$ cat src/rtl/regfile_decoded_pkg.sv
// Shared defaults and types for the integer register file slice.
package regfile_decoded_pkg;

  localparam int XLEN_DEFAULT = 32;
  localparam int REG_ADDR_W   = 5;
  localparam int REG_ZERO     = 0;

  typedef logic [REG_ADDR_W-1:0]   reg_addr_t;
  typedef logic [XLEN_DEFAULT-1:0] xlen_t;

endpackage

$ cat src/rtl/regfile_decoded_decoder_n.sv
// Parametrised N-to-2**N one-hot decoder; all outputs low when EN is low.
module decoder_n
  import regfile_decoded_pkg::*;
#(
  parameter int N = REG_ADDR_W
) (
  input  logic [N-1:0]      IN,
  input  logic              EN,
  output logic [2**N-1:0]   OUT
);

  always_comb begin
    OUT = '0;
    if (EN) OUT[IN] = 1'b1;
  end

endmodule

$ cat src/rtl/regfile_decoded.sv
// Integer register file: one synchronous write port, two combinational read ports.
// Define REGFILE_BYPASS_EN to forward same-cycle write data to matching reads.
module regfile_decoded
  import regfile_decoded_pkg::*;
#(
  parameter int XLEN     = XLEN_DEFAULT,
  parameter int ADDR_W   = REG_ADDR_W,
  parameter int ZERO_REG = 1
) (
  input  logic                 CLK,
  input  logic                 RST,
  input  logic                 WE,
  input  logic [ADDR_W-1:0]    RD_ADDR,
  input  logic [XLEN-1:0]      WR_DATA,
  input  logic [ADDR_W-1:0]    RS1_ADDR,
  input  logic [ADDR_W-1:0]    RS2_ADDR,
  output logic [XLEN-1:0]      RS1_DATA,
  output logic [XLEN-1:0]      RS2_DATA,
  output logic [2**ADDR_W-1:0] WE_ONEHOT
);

  localparam int unsigned NREGS = 2**ADDR_W;

  logic [XLEN-1:0]  regs [NREGS];
  logic [NREGS-1:0] dec;
  logic             dec_en;

  // Reset gates the strobe so a write coinciding with reset is dropped.
  assign dec_en = WE && !RST;

  decoder_n #(.N(ADDR_W)) u_dec (
    .IN  (RD_ADDR),
    .EN  (dec_en),
    .OUT (dec)
  );

  always_comb begin
    WE_ONEHOT = dec;
    if (ZERO_REG != 0) WE_ONEHOT[REG_ZERO] = 1'b0;
  end

  always_ff @(posedge CLK or posedge RST) begin
    if (RST) begin
      for (int unsigned i = 0; i < NREGS; i++) regs[ADDR_W'(i)] <= '0;
    end else begin
      for (int unsigned i = 0; i < NREGS; i++)
        if (WE_ONEHOT[ADDR_W'(i)]) regs[ADDR_W'(i)] <= WR_DATA;
    end
  end

  // The masked strobe already encodes WE, !RST and the hardwired-zero rule,
  // so it doubles as the per-port forwarding condition.
  always_comb begin
    RS1_DATA = regs[RS1_ADDR];
    RS2_DATA = regs[RS2_ADDR];
    if (ZERO_REG != 0 && RS1_ADDR == '0) RS1_DATA = '0;
    if (ZERO_REG != 0 && RS2_ADDR == '0) RS2_DATA = '0;
`ifdef REGFILE_BYPASS_EN
    if (WE_ONEHOT[RS1_ADDR]) RS1_DATA = WR_DATA;
    if (WE_ONEHOT[RS2_ADDR]) RS2_DATA = WR_DATA;
`else
`endif
  end

endmodule
$ cat config.mk
export PLATFORM = sky130hd
export DESIGN_NAME = regfile_decoded
export DESIGN_NICKNAME = d
export VERILOG_FILES = /design/src/rtl/regfile_decoded_pkg.sv /design/src/rtl/regfile_decoded_decoder_n.sv /design/src/rtl/regfile_decoded.sv
export SDC_FILE = /design/constraint.sdc
export NUM_CORES = 2
export LEC_CHECK = 0
export CORE_MARGIN = 2
export CORE_UTILIZATION = 55
export DETAILED_ROUTE_END_ITERATION = 10
export GPL_TIMING_DRIVEN = 0
export PLACE_DENSITY = 0.72
export SLEW_MARGIN = 20
export SYNTH_ARGS = -nofsm -noshare
export SYNTH_HDL_FRONTEND = slang
export SYNTH_SLANG_ARGS = --single-unit
$ cat constraint.sdc
create_clock -name CLK -period 92.8 [get_ports CLK]
set_clock_uncertainty 0.15 [all_clocks]
set_input_delay 9.28 -clock CLK [delete_from_list [all_inputs] [get_ports CLK]]
set_output_delay 9.28 -clock CLK [all_outputs]
set_load 0.05 [all_outputs]
==> run_results.csv <==
group,metric,value,unit
pwr,irDropWorstVdd,0.0184,mV
place,port_buffers,137,
worst_setup_path,cp_data_arrival_time,13.59,ns
clock_network,cts.sinks,992,
detailed_routing,wirelength,180,mm
synthesis,synth.distinct_cells,46,
place,routabilityCongestion,0.963,
synthesis,syn_inst,4046,
clock_network,cts_tree,"built",
synthesis,ys_ff_latch,992,
worst_setup_path,critPathLaunchType,"input pin",
layout,design_area,60900,um^2
worst_setup_path,cp_data_required_time,83.37,ns
layout,reg_top3,"regs x992",
floorplanning,rows,114,
layout,drive_gt1_share,37.6,%
detailed_routing,num_vias,38600,
synthesis,netlist.area_leader.share,46.1,%
floorplanning,die_w,317,um
clock_network,hold_buffers,0,
worst_setup_path,crit_path_end_kind,"output pin",
synthesis,synthArstFlopShare,100,%
timing,worstMarginPinSlew,1.28,ns
timing,setup_tns,0,ns
place,place_ws,70.01,ns
worst_setup_path,worst-setup-path-type,"input pin to output pin",
place,place_area,57100,um^2
global_routing,grt_pass1_vias,38600,
job,drv_cap,0,
clock_network,clk_latency,0.71,ns
synthesis,synth_most_common_cell,"mux2_2",
clock_network,root_buffer,"clkbuf_16",
pwr,power_leakage,0.0281,uW
timing,period_needed,23.02,ns
clock_network,cts_buffers,107,
pwr,power,1220,uW
floorplanning,start_util,55.6,%
global_routing,grt_max_degree,105,
detailed_routing,ant_nets,0,
timing,slew_viol_final,0,
global_routing,grt_pass1_wl,261,mm
synthesis,synth_area,53900,um^2
clock_network,cts_setup_buffers,0,
synthesis,synth_area_leaders,"dfrtp_1 46%, mux2_2 21%, mux2i_1 9.6%, mux4_2 5.4%, o22ai_1 3.7%",
detailed_routing,viasPerCell,6.81,
synthesis,yosysSeqAreaShare,46.1,%
clock_network,path_clk_slew,0.06,ns
clock_network,cts_repair_resize_count,0,
floorplanning,dieArea,100000,um^2
synthesis,synth_warnings,0,
floorplanning,die_h,317,um
synthesis,syn_avg_cell_area,13.3,um^2
timing,setup_ws,69.78,ns
worst_setup_path,cp_max_fo,10,
detailed_routing,drtIter0Drc,4114,
clock_network,htreeDepth,3,
timing,rsz0062_at_grt,"false",
global_routing,antenna_found_initial,8,
clock_network,clk_path_buf_depth,3,
synthesis,ys.flop_type,"dfrtp_1",
layout,area_growth,13.0,%
pwr,power.density,20.0,nW/um^2
timing,hold_viol,0,
global_routing,overflow,0,
synthesis,ys_top_cells_by_count,"1026 x mux2_2, 992 x dfrtp_1, 517 x mux2i_1",
outcome,status,"completed",
detailed_routing,drc,0,
global_routing,grt_usage,35.8,%
layout,largest_reg_flops,992,
synthesis,synth_edf_count,0,
worst_hold_path,hold_class,"flip-flop to flip-flop",
timing,slew_headroom,15.0,%
timing,fmax,43.4,MHz
layout,regMostFlops,"regs",
detailed_routing,wl_per_cell,31.8,um
floorplanning,io_pins,146,
layout,nNetsFinal,4354,
synthesis,syn_nets,4096,
place,dp_hpwl,130,mm
floorplanning,core_area,96900,um^2
detailed_routing,drtPass1Iterations,5,
synthesis,netlist.top_cell.by_area,"dfrtp_1",
timing,setup_viol_count_final,0,
timing,min_period_over_period,24.8,%
-- worst max-delay path, cell delays in order --
cell	delay [ns]
clkdlybuf4s50_1	0.66
buf_2	0.34
buf_4	0.30
nand2_2	0.27
clkbuf_1	0.59
o22ai_1	0.34
nor3_1	0.07
nor3_1	0.75
clkdlybuf4s50_1	0.95
-- per-layer routing --
layer | share of wire [%] | track usage [%] | vias up
met2 | 45 | 53.7 | 2057
li1 | - | - | 16000
met5 | 0.022 | 0 | -
met3 | 11 | 10.2 | 474
met1 | 41 | 49.3 | 20100
met4 | 3.8 | 13.9 | 8
-- path summary, 6_finish.rpt --
path                             startpoint      endpoint  slack (ns)  cells after the start
worst max-delay path            RS2_ADDR[1]  RS2_DATA[30]       69.78                      9
worst min-delay path              regs[623]     regs[623]        0.35                      1
worst max register to register    regs[238]     regs[238]       91.82                      1
worst min register to register    regs[623]     regs[623]        0.35                      1
max in group asynchronous               RST     regs[166]       81.29                      6
min in group asynchronous               RST     regs[882]        8.98                      2
-- final cells by class --
class                      count  area [um^2]
fill                        7494        36000
multi-input combinational   2608        26600
sequential                   992        24800
clock buffer                 148         3100
buffer                       430         2430
timing repair buffer         149         1690
tap                         1276         1600
clock inverter                46          617
inverter                      16         67.6
antenna                        6         15.0
-- through the flow --
step / cells / utilization (%) / hold WS, ns
2_1_floorplan: 4046 / - / 0.320
3_3_place_gp: 5459 / 58.7 / 0.331
3_5_place_dp: 5470 / 59.0 / 0.342
4_1_cts: 5664 / 62.8 / 0.356
5_1_grt: 5665 / 62.9 / 0.375
6_report: 5671 / 62.9 / 0.353
-- placed cells by master, fill, tap and decap left out, types with 3 or more instances in the layout --
cell | Yosys | routed
clkbuf_1 | 166 | 185
nor3_1 | 171 | 171
buf_1 | 12 | 12
diode_2 | 0 | 6
nand2_1 | 17 | 17
nor3_2 | 21 | 21
nor3b_2 | 5 | 5
nor2_2 | 12 | 12
buf_4 | 75 | 75
mux2_1 | 153 | 153
nand2b_1 | 7 | 7
nand2_2 | 4 | 4
clkinv_2 | 0 | 27
o31a_1 | 62 | 62
clkinvlp_4 | 0 | 3
bufinv_16 | 0 | 15
mux2_2 | 1026 | 1026
clkbuf_8 | 0 | 18
nor2_4 | 4 | 4
mux2i_1 | 517 | 517
or2_2 | 4 | 4
buf_2 | 130 | 130
nor2b_1 | 4 | 4
a221oi_1 | 62 | 62
buf_12 | 4 | 4
buf_6 | 36 | 37
clkbuf_2 | 4 | 4
buf_8 | 3 | 3
dfrtp_1 | 992 | 992
buf_16 | 0 | 11
a22oi_1 | 63 | 63
nand3b_1 | 6 | 6
mux4_2 | 129 | 129
clkdlybuf4s50_1 | 0 | 137
o22ai_1 | 319 | 319
clkbuf_16 | 0 | 111
inv_1 | 16 | 15
-- power breakdown --
part / internal, uW / switching, uW
logic: 108 / 117
clock network: 273 / 184
registers: 490 / 43.0
-- cells by family after synthesis --
| group | Yosys count | synth area share (%) |
|---|---|---|
| mux | 1825 | 39.6 |
| flops | 992 | 46.1 |
| compound gates | 510 | 6.65 |
| buf+inv | 446 | 4.63 |
| simple gates | 272 | 2.99 |
| other cells | 1 | 0.00696 |
Power figures use the tool's default switching activity.
